`src/rtl/sel_pkg.sv`:
```
// Shared definitions for the channel-select scanner: select width and debounce states.
package sel_pkg;

    localparam int unsigned SEL_W = 2;

    typedef enum logic [1:0] {
        IDLE_LO,
        WAIT_HI,
        IDLE_HI,
        WAIT_LO
    } deb_state_t;

endpackage

```
`src/rtl/btn_debounce.sv`:
```
// Two-flop synchronizer plus stable-count debounce FSM for a raw push-button.
// `rise` is a combinational one-cycle pulse in the cycle a press is accepted.
module btn_debounce
    import sel_pkg::*;
#(
    parameter int unsigned DEBOUNCE_CYC = 16
) (
    input  logic clk,
    input  logic rst,
    input  logic raw,
    output logic level,
    output logic rise
);

    localparam int unsigned CNT_W = $clog2(DEBOUNCE_CYC + 1);

    logic             sync1;
    logic             s;
    deb_state_t       state;
    deb_state_t       state_nxt;
    logic [CNT_W-1:0] cnt;
    logic [CNT_W-1:0] cnt_nxt;
    logic             level_nxt;

    // Metastability guard on the asynchronous button input.
    always_ff @(posedge clk) begin
        if (rst) begin
            sync1 <= 1'b0;
            s     <= 1'b0;
        end else begin
            sync1 <= raw;
            s     <= sync1;
        end
    end

    always_ff @(posedge clk) begin
        if (rst) begin
            state <= IDLE_LO;
            cnt   <= '0;
            level <= 1'b0;
        end else begin
            state <= state_nxt;
            cnt   <= cnt_nxt;
            level <= level_nxt;
        end
    end

    // A level is accepted once the synchronized input has differed from it
    // for DEBOUNCE_CYC+1 consecutive samples; any glitch back restarts.
    always_comb begin
        state_nxt = state;
        cnt_nxt   = cnt;
        level_nxt = level;
        rise      = 1'b0;
        case (state)
            IDLE_LO: begin
                if (s) begin
                    state_nxt = WAIT_HI;
                    cnt_nxt   = CNT_W'(1);
                end
            end
            WAIT_HI: begin
                if (!s) begin
                    state_nxt = IDLE_LO;
                    cnt_nxt   = '0;
                end else if (cnt == CNT_W'(DEBOUNCE_CYC)) begin
                    state_nxt = IDLE_HI;
                    cnt_nxt   = '0;
                    level_nxt = 1'b1;
                    rise      = 1'b1;
                end else begin
                    cnt_nxt = cnt + CNT_W'(1);
                end
            end
            IDLE_HI: begin
                if (!s) begin
                    state_nxt = WAIT_LO;
                    cnt_nxt   = CNT_W'(1);
                end
            end
            WAIT_LO: begin
                if (s) begin
                    state_nxt = IDLE_HI;
                    cnt_nxt   = '0;
                end else if (cnt == CNT_W'(DEBOUNCE_CYC)) begin
                    state_nxt = IDLE_LO;
                    cnt_nxt   = '0;
                    level_nxt = 1'b0;
                end else begin
                    cnt_nxt = cnt + CNT_W'(1);
                end
            end
            default: begin
                state_nxt = IDLE_LO;
                cnt_nxt   = '0;
            end
        endcase
    end

endmodule

```
`src/rtl/sel_step_scanner.sv`:
```
// Channel select generator for the 4-to-1 mux: debounced button steps merged
// with an optional fixed-dwell auto-scan.
module sel_step_scanner
    import sel_pkg::*;
#(
    parameter int unsigned DEBOUNCE_CYC = 16,
    parameter int unsigned SCAN_DIV     = 1024
) (
    input  logic             clk,
    input  logic             rst,
    input  logic             btn_step,
    input  logic             auto_en,
    output logic [SEL_W-1:0] sel,
    output logic             sel_chg,
    output logic             deb_level
);

    localparam int unsigned DIV_W = (SCAN_DIV > 1) ? $clog2(SCAN_DIV) : 1;

    logic [DIV_W-1:0] div;
    logic             step_btn;
    logic             step_auto;
    logic             step;

    btn_debounce #(
        .DEBOUNCE_CYC (DEBOUNCE_CYC)
    ) u_debounce (
        .clk   (clk),
        .rst   (rst),
        .raw   (btn_step),
        .level (deb_level),
        .rise  (step_btn)
    );

    assign step_auto = auto_en && (div == DIV_W'(SCAN_DIV - 1));
    assign step      = step_btn | step_auto;

    // Any step restarts the dwell, so a button press during auto-scan
    // pushes the next automatic step a full dwell out.
    always_ff @(posedge clk) begin
        if (rst) begin
            div     <= '0;
            sel     <= '0;
            sel_chg <= 1'b0;
        end else begin
            sel_chg <= step;
            if (step) begin
                sel <= sel + SEL_W'(1);
            end
            if (step || !auto_en) begin
                div <= '0;
            end else begin
                div <= div + DIV_W'(1);
            end
        end
    end

endmodule

```
`config.mk`:
```
export PLATFORM = sky130hd
export DESIGN_NAME = sel_step_scanner
export DESIGN_NICKNAME = d
export VERILOG_FILES = /design/src/rtl/sel_pkg.sv /design/src/rtl/btn_debounce.sv /design/src/rtl/sel_step_scanner.sv
export SDC_FILE = /design/constraint.sdc
export NUM_CORES = 1
export LEC_CHECK = 0
export ABC_CLOCK_PERIOD_IN_PS = 2100
export BUFFER_PORTS_ARGS = -buffer_cell sky130_fd_sc_hd__buf_2
export CAP_MARGIN = 20
export CORE_UTILIZATION = 60
export CTS_BUF_LIST = sky130_fd_sc_hd__clkbuf_4
export DETAILED_ROUTE_END_ITERATION = 7
export PLACE_DENSITY = 0.8
export SYNTH_ARGS = -nofsm -noshare
export SYNTH_HDL_FRONTEND = slang
export SYNTH_SLANG_ARGS = --single-unit
```
`constraint.sdc`:
```
create_clock -name clk -period 2.1 [get_ports clk]
set_input_delay 0.21 -clock clk [delete_from_list [all_inputs] [get_ports clk]]
set_output_delay 0.21 -clock clk [all_outputs]
set_load 0.05 [all_outputs]
```
# --- Word level (Yosys, flattened, before mapping) ---
# Index checks and enable logic that the tools add are counted.
op_classes:
  addsub: 3
  mul: 0
  div: 0
  order_cmp: 0
  eq_ne: 13
  shift: 0
  mux: 21
  n_bitwise: 1
  reduce_logical: 9
ops:
  columns: ["op", "n"]
  rows:
  - ["5-bit two-way mux", 5]
  - ["5-bit case mux with 4 select lines", 1]
  - ["2-bit two-way mux", 6]
  - ["10-bit by 1-bit adder with 10-bit output, second input constant", 1]
  - ["10-bit equality test, second input constant", 1]
  - ["2-bit by 1-bit inequality test with 1-bit output, second input constant", 4]
  - ["2-bit case mux with 4 select lines", 1]
  - ["1-bit two-way mux", 7]
  - ["5-bit by 1-bit adder with 5-bit output, second input constant", 1]
  - ["5-bit equality test, second input constant", 1]
  - ["5-bit AND reduction", 1]
  - ["2-bit equality test, second input constant", 2]
  - ["2-bit inequality test, second input constant", 2]
  - ["4-bit AND reduction", 1]
  - ["3-bit by 1-bit inequality test with 1-bit output, second input constant", 1]
  - ["3-bit inequality test, second input constant", 1]
  - ["2-bit by 1-bit adder with 2-bit output, second input constant", 1]
  - ["2-bit by 1-bit equality test with 1-bit output, second input constant", 1]
  - ["2-bit zero test", 1]
  - ["1-bit case mux with 2 select lines", 1]
  - ["2-bit AND reduction", 1]
  - ["2-bit nonzero test", 1]
  - ["2-bit OR reduction", 1]
  - ["1-bit logical AND", 1]
  - ["3 further kinds", 3]
word_totals:
  regBits: 23
  latchBits: 0
  mem_bits_rw: 0
  mem_bits_ro: 0
  input_bits: 4
  output_inout_bits: 4
  elab_cells: 55
  memories: 0

# --- Longest topological paths before layout ---
# Gate-level depths: netlist of the first run.
depth:
  word_depth: 7
  mapped_depth: 6
  mapped_depth_nobuf: 6

# --- By module ---
# Synthesis of the first run repeated with hierarchy kept, for this count alone.
unflattened:
  cells_unflattened: 114
  hier_area_um2: 1058.5
by_module_without_submodules:
  columns: ["mod", "n_inst", "cells_per_inst", "area_per_inst_um2", "seq_area_each_um2"]
  rows:
  - ["sel_step_scanner", 1, 59, 561.8, 260.2]
  - ["btn_debounce", 1, 55, 496.7, 200.2]

# --- Least setup slack after synthesis of the first run ---
# No wires, ideal clock.
synth_path:
  kind: "register -> register"
  startpoint: "register sel[0]"
  endpoint: "register sel[1]"
  arrival_time_ps: 1493
  t_required_ps: 2034
  slack_ps: 541
  stages_incl_launch_ff: 5
  period_less_slack_ps: 1559
  cell_sequence: "dfxtp_1 > nand3_1 > or4_4 > a21o_1 > a21oi_2"
synth_via:
  elab_chain_len: 1
synth_rtl:
  columns: ["element", "line_no", "text"]
  rows:
  - ["start, declared", "sel_step_scanner.sv:13", "output logic [SEL_W-1:0] sel,"]
  - ["start signal, assigned", "sel_step_scanner.sv:48", "sel <= sel + SEL_W'(1);"]
  - ["2-bit by 1-bit adder with 2-bit output", "sel_step_scanner.sv:48", null]
# Every way passes these cells.
# A chain may end at the register's enable or synchronous reset.

# --- Final worst setup path of the first run ---
layout_path:
  startpoint: "register div[0]"
  endpoint: "register sel[1]"
layout_via:
  elab_chain_len: 3
layout_rtl:
  columns: ["element", "line_no", "text"]
  rows:
  - ["start, declared", "sel_step_scanner.sv:20", "logic [DIV_W-1:0] div;"]
  - ["start signal, assigned", "sel_step_scanner.sv:53", "div <= div + DIV_W'(1);"]
  - ["10-bit equality test", "sel_step_scanner.sv:35", "assign step_auto = auto_en && (div == DIV_W'(SCAN_DIV - 1));"]
  - ["1-bit logical AND", "sel_step_scanner.sv:35", null]
  - ["1-bit bitwise OR", "sel_step_scanner.sv:36", "assign step = step_btn | step_auto;"]
# Every way passes these cells.

==> results.py, run 1 <==
metrics = {
    "floorplanning": {
        "row_count": 14,
        "core_area_um2": 1577,
        "die_w_um": 43.93,
        "ios": 8,
        "start_util": 0.6690,
        "die_h_um": 43.93,
        "die-area_um2": 1929,
    },
    "timing": {
        "skew_ps": 2.278,
        "finalHoldViolCount": 0,
        "whs_ps": 99.74,
        "fin_crit_sh": 0.8019,
        "post-route-min-period_ps": 1684,
        "worst_slew_pin_slew_ps": 425.5,
        "finalMaxSlewViolations": 0,
        "rsz0062_at_grt": "no",
        "fmax_mhz": 593.9,
        "slew_headroom": 0.7164,
        "setup_violations": 0,
        "tns_ps": 0,
    },
    "global_route": {
        "grt_use_met2": 0.3045,
        "grtUsageMet1": 0.2546,
        "grt_use_met3": 0.07500,
        "gr-total-overflow": 0,
        "grt-busiest-layer": "met2",
        "grt_pass1_wl_um": 2773,
        "grt_max_degree": 15,
        "grt_usage": 0.1955,
        "antenna_found_initial": 0,
        "first_global_vias": 674,
    },
    "setup_path": {
        "r2r_slack_ps": 420,
        "crit_path_end_kind": "flop",
        "reg2reg_from": "div[0]",
        "crit_required_ps": 2360,
        "worstPathArrival_ps": 1940,
        "r2r_cells": 5,
        "cp_max_fo": 5,
        "cp-start-kind": "flop",
        "r2r_end": "sel[1]",
        "path_class": "flop to flop",
    },
    "cts": {
        "post_cts_buffers": 0,
        "worstSkewPairLatency_ps": 310,
        "cts_resized": 0,
        "clk_pin_slew_ps": 120,
        "cts.htree.levels": 1,
        "cts_tree": "yes",
        "numCtsBuffers": 3,
        "cts_sinks": 23,
        "holdBufCountCts": 0,
        "cts_root_buf": "clkbuf_4",
        "clk_path_buf_depth": 2,
    },
    "route": {
        "vias": 772,
        "wl_per_cell_um": 11.90,
        "drtIter0Drc": 11,
        "viasPerCell": 5.554,
        "antenna_left": 0,
        "drt_pass1_iterations": 6,
        "drc": 0,
        "routed_wl_um": 1654,
    },
    "synth": {
        "synth_area_leaders": "dfxtp_1 (44%), nor2_1 (5.3%), nand3_1 (5.2%)",
        "ys_seq_area_frac": 0.4365,
        "syn_avg_cell_area_um2": 9.252,
        "syn_inst": 114,
        "yosysTopAreaCell": "dfxtp_1",
        "synth-main-ff-cell": "dfxtp_1",
        "synth-edff-count": 0,
        "ys_async_sr_fraction": 0,
        "ys_seq_elements": 23,
        "syn-cell-area_um2": 1055,
        "yosysWarnings": 0,
        "synthDistinctLibCells": 33,
        "synth_top_cell_area_share": 0.4365,
        "synth_nets": 121,
        "synth_common_cells": "dfxtp_1 (23), nor2_1 (15), nand3_1 (11), nand2_1 (8)",
        "yosysMostFrequentCell": "dfxtp_1",
    },
    "place": {
        "dp.cells": 135,
        "numPortBuffers": 7,
        "dp_hpwl_um": 1240,
        "gp_congestion": 0.8078,
    },
    "finish": {
        "fillers": 123,
        "final_cells": 139,
        "nNetsFinal": 131,
        "area_growth_pct": 5.457,
        "antenna_cells": 0,
        "drive_above_1_share": 0.1463,
    },
    "min_path": {
        "hp-start": "btn_step",
        "hold_class": "primary input to flop",
        "whs_endpoint": "u_debounce.sync1",
        "min_path_cells": 2,
    },
    "run_status": {
        "status": "complete, no violations",
    },
    "run": {
        "maxCapViolCount": 0,
    },
    "power": {
        "leakage_nw": 0.4147,
        "power_density_nw_per_um2": 616.2,
        "ir_worst_vdd_mv": 0.4981,
    },
}
-- through the flow --
stage | cell area [um^2] | util | total power [mW] | setup slack [ps]
6_report | 1112 | 0.7056 | 0.6854 | 416.1
4_1_cts | 1112 | 0.7056 | 0.6946 | 424.0
5_1_grt | 1112 | 0.7056 | 0.7159 | 298.4
3_3_place_gp | 1085 | 0.6881 | 0.4930 | 461.4
3_5_place_dp | 1085 | 0.6881 | 0.4939 | 454.6
2_1_floorplan | 1055 | - | 0.4862 | 541.2
-- cell type report --
| type | instances | area [um^2] | share of cell area |
|---|---|---|---|
| multi-input combinational | 86 | 558.0 | 0.5017 |
| sequential | 23 | 460.4 | 0.4139 |
| timing repair buffer | 7 | 35.03 | 0.03150 |
| clock buffer | 3 | 22.52 | 0.02025 |
| tap | 16 | 20.02 | 0.01800 |
| inverter | 3 | 11.26 | 0.01012 |
| clock inverter | 1 | 5.005 | 0.004499 |
-- cells in the final DEF, fill, tap and decap left out, drive strengths merged, types with 3 or more instances in the layout --
cell,n
nor2b,6
xnor2,4
dfxtp,23
ha,3
inv,3
nand2,8
and3,3
nor2,15
buf,7
a21oi,7
clkbuf,3
nand3,13
xor2,6
-- flip-flops by register name, summed over array words and instances, names as in the netlist, named ones only --
signal	flops
u_debounce.level	1
u_debounce.state	1
div	10
u_debounce.cnt	5
sel_chg	1
u_debounce.s	1
u_debounce.sync1	1
sel	2
-- power breakdown --
part / total, mW / leakage [nW] / internal [mW] / switching (mW)
Combinational: 0.0336 / 0.211 / 0.0122 / 0.0214
Clock: 0.202 / 0.0177 / 0.0713 / 0.130
Sequential: 0.450 / 0.186 / 0.443 / 0.00702
-- per-layer routing --
metal	up-vias	wire, um
li1	411	-
met1	347	863
met2	10	713
met3	4	59
met4	0	17
met5	-	0
-- worst max-delay path by stage --
stage                     slack, ps     end               from
after floorplan                 540  sel[1]             sel[0]
after global placement          460  sel[1]             div[0]
after detailed placement        450  sel[1]             div[0]
after CTS                       420  sel[1]             div[0]
after global routing            300  div[5]  u_debounce.cnt[0]
final                           420  sel[1]             div[0]
-- kinds of logic (layout without fill, tap and decap cells) --
group,count (synthesis),after routing,share of synthesized area
flip-flops,23,23,0.4365
AO/OA/AOI/OAI,15,15,0.09728
AND/OR/NAND/NOR,58,58,0.3132
adder cells (fa/ha/maj),3,3,0.03559
XOR/XNOR,10,10,0.08303
buffers and inverters,5,14,0.03440
-- critical path: stages, from the launching register on --
cell and delay, ps:
dfxtp_1 410, ha_1 250, nand2_1 110, or4_4 540, a21o_1 200, a21oi_2 110
Power figures use the tool's default switching activity.
==> run 2: changes to the inputs <==
--- a/config.mk
+++ b/config.mk
@@ -5,13 +5,13 @@
 export SDC_FILE = /design/constraint.sdc
 export NUM_CORES = 1
 export LEC_CHECK = 0
-export ABC_CLOCK_PERIOD_IN_PS = 2100
+export ABC_CLOCK_PERIOD_IN_PS = 1530
 export BUFFER_PORTS_ARGS = -buffer_cell sky130_fd_sc_hd__buf_2
 export CAP_MARGIN = 20
-export CORE_UTILIZATION = 60
+export CORE_UTILIZATION = 54
 export CTS_BUF_LIST = sky130_fd_sc_hd__clkbuf_4
 export DETAILED_ROUTE_END_ITERATION = 7
-export PLACE_DENSITY = 0.8
+export PLACE_DENSITY = 0.76
 export SYNTH_ARGS = -nofsm -noshare
 export SYNTH_HDL_FRONTEND = slang
 export SYNTH_SLANG_ARGS = --single-unit
==> constraint.sdc (replaced) <==
create_clock -name clk -period 1.53 [get_ports clk]
set_input_delay 0.153 -clock clk [delete_from_list [all_inputs] [get_ports clk]]
set_output_delay 0.153 -clock clk [all_outputs]
set_load 0.05 [all_outputs]
==> results.py, run 2 (synthesized netlist as in run 1, its figures left out) <==
metrics = {
    "floorplanning": {
        "die-area_um2": 2134,
        "start_util": 0.5916,
        "core_area_um2": 1783,
        "die_h_um": 46.20,
        "row_count": 15,
        "die_w_um": 46.20,
        "ios": 8,
    },
    "finish": {
        "top_register": "div",
        "layout_commonest_cell": "dfxtp_1",
        "drive_above_1_share": 0.2537,
        "final_cell_mix": "dfxtp_1 (20), nor2_1 (15), nand3_1 (11), buf_4 (11), nand2_1 (8)",
        "area_growth_pct": 15.30,
        "top_regs": "div x10, u_debounce.cnt x5, sel x2",
        "final_cells": 159,
        "nNetsFinal": 142,
        "fillers": 146,
        "largest_reg_flops": 10,
        "antenna_cells": 0,
    },
    "cts": {
        "post_cts_buffers": 0,
        "clk_path_buf_depth": 2,
        "holdBufCountCts": 0,
        "clk_pin_slew_ps": 110,
        "cts_sinks": 23,
        "worstSkewPairLatency_ps": 300,
        "numCtsBuffers": 3,
        "cts_root_buf": "clkbuf_4",
        "cts_tree": "yes",
        "cts.htree.levels": 1,
    },
    "setup_path": {
        "r2r_cells": 5,
        "crit_required_ps": 1780,
        "cp_max_fo": 3,
        "worstPathArrival_ps": 1710,
        "crit_path_end_kind": "flop",
        "cp_top_family": "simple AND/OR/NAND/NOR gates",
        "cp-start-kind": "flop",
        "crit_chain": "ha_2 -> nand2_1 -> or4_4 -> a21o_1 -> a21oi_2",
        "r2r_end": "sel[1]",
        "crit_start": "div[0]",
        "slowest_delay_ps": 530,
        "reg2reg_from": "div[0]",
        "path_class": "flop to flop",
        "cpMaxStageDelayCell": "or4_4",
        "r2r_slack_ps": 70,
        "crit_path_end": "sel[1]",
        "worst-path-stages": 5,
        "worstPathBufferInverterCount": 0,
    },
    "timing": {
        "rsz0062_at_grt": "no",
        "finalHoldViolCount": 0,
        "post-route-min-period_ps": 1463,
        "fmax_mhz": 683.3,
        "fin_crit_sh": 0.9565,
        "slew_headroom": 0.8140,
        "skew_ps": 2.000,
        "finalMaxSlewViolations": 0,
        "tns_ps": 0,
        "setup_violations": 0,
        "worst_slew_pin_slew_ps": 278.0,
    },
    "route": {
        "drtIter0Drc": 21,
        "wl_per_cell_um": 11.31,
        "routed_wl_um": 1799,
        "drt_pass1_iterations": 4,
        "viasPerCell": 5.164,
        "antenna_left": 0,
        "vias": 821,
        "drc": 0,
    },
    "power": {
        "leakage_nw": 0.4710,
        "ir_worst_vdd_mv": 0.5497,
        "power_density_nw_per_um2": 789.9,
    },
    "min_path": {
        "hold_class": "primary input to flop",
        "hp-start": "btn_step",
    },
    "global_route": {
        "antenna_found_initial": 0,
        "gr-total-overflow": 0,
        "grt_pass1_wl_um": 3008,
        "grt_usage": 0.2050,
        "grt_max_degree": 15,
        "first_global_vias": 708,
    },
    "place": {
        "dp.cells": 155,
        "numPortBuffers": 7,
        "gp_congestion": 0.8351,
        "dp_hpwl_um": 1338,
    },
    "run_status": {
        "status": "complete, no violations",
    },
    "run": {
        "maxCapViolCount": 0,
    },
}
==> run 2: layout make-up <==
type	instances	area [um^2]	area share
clock buffers	4	30.03	0.02469
inverters	3	11.26	0.009259
multi-input cells	86	561.8	0.4619
flip-flops and latches	23	464.2	0.3817
well taps	25	31.28	0.02572
repair buffers	18	117.6	0.09671
==> run 2: layer usage <==
metal | vias up | GRT usage | routed length [um]
met2 | 16 | 0.3042 | 807
met3 | 2 | 0.04706 | 48
met5 | - | 0 | 0
met4 | 0 | 0.1059 | 14
met1 | 369 | 0.2754 | 927
li1 | 434 | - | -
==> run 2: through the flow <==
step           total power [mW]    util  setup WS [ps]  cell area [um^2]  hold WS (ps)
6_report                 0.9606  0.6821          66.52              1216         65.98
3_3_place_gp             0.6890  0.6632          82.73              1182         371.3
3_5_place_dp             0.6911  0.6632          50.72              1182         394.4
5_1_grt                   1.008  0.6821          1.643              1216         50.84
4_1_cts                  0.9716  0.6800          38.25              1212         67.53
2_1_floorplan            0.6676       -          13.11              1059         224.6
==> run 2: where the power goes <==
part,switching (mW),leakage (nW),internal (mW)
Clock,0.163,0.0184,0.119
Combinational,0.0360,0.265,0.0270
Sequential,0.00637,0.188,0.609
Total,0.206,0.471,0.755
==> run 2: worst register-to-register path: stages, from the launching register on <==
cell     delay (ps)
dfxtp_2         350
ha_2            170
nand2_1          70
or4_4           530
a21o_1          180
a21oi_2         120
==> run 2: timing repair <==
item,4_1_cts,5_1_grt
resized for setup,0,3
hold endpoints to repair,0,0
endpoints found under the setup margin,0,5
==> run 2: how the worst min path moves through the flow <==
stage,to,slack (ps),cells after the start
after floorplan,u_debounce.s,220,1
after global placement,u_debounce.sync1,370,2
after detailed placement,u_debounce.sync1,390,2
after CTS,u_debounce.sync1,70,2
after global routing,u_debounce.sync1,50,2
final,u_debounce.sync1,70,2
==> run 3: changes to the inputs <==
--- a/config.mk
+++ b/config.mk
@@ -8,10 +8,9 @@
 export ABC_CLOCK_PERIOD_IN_PS = 1530
 export BUFFER_PORTS_ARGS = -buffer_cell sky130_fd_sc_hd__buf_2
 export CAP_MARGIN = 20
-export CORE_UTILIZATION = 54
+export CORE_UTILIZATION = 43
 export CTS_BUF_LIST = sky130_fd_sc_hd__clkbuf_4
 export DETAILED_ROUTE_END_ITERATION = 7
-export PLACE_DENSITY = 0.76
 export SYNTH_ARGS = -nofsm -noshare
 export SYNTH_HDL_FRONTEND = slang
 export SYNTH_SLANG_ARGS = --single-unit
==> results.py, run 3 (synthesized netlist as in run 1, its figures left out) <==
metrics = {
    "global_route": {
        "grt_pass1_wl_um": 3167,
        "first_global_vias": 780,
        "grt_max_degree": 15,
        "gr-total-overflow": 0,
        "grt_usage": 0.1616,
        "antenna_found_initial": 0,
    },
    "floorplanning": {
        "die_w_um": 51.53,
        "die-area_um2": 2655,
        "row_count": 17,
        "core_area_um2": 2255,
        "ios": 8,
        "start_util": 0.4678,
        "die_h_um": 51.53,
    },
    "finish": {
        "regArea_um2": 464.2,
        "top_regs": "div x10, u_debounce.cnt x5, sel x2",
        "layout_commonest_cell": "dfxtp_1",
        "largest_reg_flops": 10,
        "nNetsFinal": 141,
        "final_cell_mix": "dfxtp_1 (20), nor2_1 (15), nand3_1 (11)",
        "top_register": "div",
        "design_area_um2": 1236,
        "utilization": 0.5483,
        "drive_above_1_share": 0.2632,
        "antenna_cells": 0,
        "multiInputGateArea_um2": 585.6,
        "fillers": 214,
        "area_growth_pct": 17.20,
    },
    "setup_path": {
        "slowest_delay_ps": 560,
        "path_class": "flop to flop",
        "crit_path_end_kind": "flop",
        "cp_max_fo": 4,
        "crit_required_ps": 1780,
        "cp_top_family": "simple AND/OR/NAND/NOR gates",
        "worstPathArrival_ps": 1710,
        "cpMaxStageDelayCell": "or4_4",
        "cp-start-kind": "flop",
        "crit_chain": "nand3_2 -> or4_4 -> a21o_1 -> a21oi_2",
        "worstPathBufferInverterCount": 0,
    },
    "power": {
        "leakage_nw": 0.4695,
        "total_power_uw": 978.7,
        "power_density_nw_per_um2": 791.7,
        "ir_worst_vdd_mv": 0.7174,
    },
    "place": {
        "dp_hpwl_um": 1322,
        "gp_congestion": 0.7888,
        "placed_area_um2": 1179,
        "numPortBuffers": 7,
    },
    "route": {
        "routed_wl_um": 1801,
        "vias": 806,
        "viasPerCell": 5.006,
        "antenna_left": 0,
        "drtIter0Drc": 4,
        "drt_pass1_iterations": 4,
        "drc": 0,
        "wl_per_cell_um": 11.19,
    },
    "min_path": {
        "hold_class": "primary input to flop",
    },
    "cts": {
        "clk_path_buf_depth": 2,
        "holdBufCountCts": 0,
        "worstSkewPairLatency_ps": 310,
        "post_cts_buffers": 0,
        "cts.htree.levels": 1,
        "cts_sinks": 23,
        "cts_resized": 0,
        "cts_tree": "yes",
        "clk_pin_slew_ps": 120,
        "cts_root_buf": "clkbuf_4",
        "numCtsBuffers": 3,
    },
    "timing": {
        "skew_ps": 5.415,
        "post-route-min-period_ps": 1451,
        "worst_slew_pin_slew_ps": 251.1,
        "setup_violations": 0,
        "tns_ps": 0,
        "rsz0062_at_grt": "no",
        "fmax_mhz": 689.3,
        "slew_headroom": 0.8324,
        "fin_crit_sh": 0.9482,
        "finalHoldViolCount": 0,
        "finalMaxSlewViolations": 0,
    },
    "run_status": {
        "status": "complete, no violations",
    },
    "run": {
        "maxCapViolCount": 0,
    },
}
## run 3: changes by cell type in the layout (fill, tap and decap cells not counted), sizes merged
cell / delta
buf: -1
## run 3: where the power goes
part	total, mW	internal [mW]	switching (mW)
logic	0.0644	0.0284	0.0360
registers	0.617	0.609	0.00805
clock network	0.297	0.120	0.178
## run 3: worst register-to-register path, delay by kind of cell, from the launching register on
kind,cells,cell delay [ps]
DFF,1,410
and+or+nand+nor,2,680
AOI/OAI and AO/OA,2,300
## run 3: final timing paths
path         slack, ps             start  cells past startpoint          endpoint
max                 80            div[3]                      4            sel[1]
min                 50          btn_step                      2  u_debounce.sync1
max reg2reg         80            div[3]                      4            sel[1]
min reg2reg        460  u_debounce.sync1                      1      u_debounce.s
## run 3: layer usage
metal / routed length [um] / up-vias / global-route usage
li1: - / 429 / -
met1: 937 / 365 / 0.2048
met3: 39 / 4 / 0.02047
met4: 33 / 0 / 0.09459
met5: 0 / - / 0
met2: 791 / 8 / 0.2619
## run 3: metrics by stage
stage                     std cells  hold slack, ps  worst slack, ps
after CTS                       161           36.34            2.020
after detailed placement        157           372.6            37.58
after floorplan                 114           224.6            13.11
final                           161           48.60            79.29
after global routing            161           40.68            1.232
after global placement          157           371.2            77.22
## run 3: layout make-up
cell class	count	area share
clock buffer	4	0.02429
inverter	3	0.009109
multi-input combinational	86	0.4737
sequential	23	0.3755
tap	28	0.02834
timing repair buffer	17	0.08907
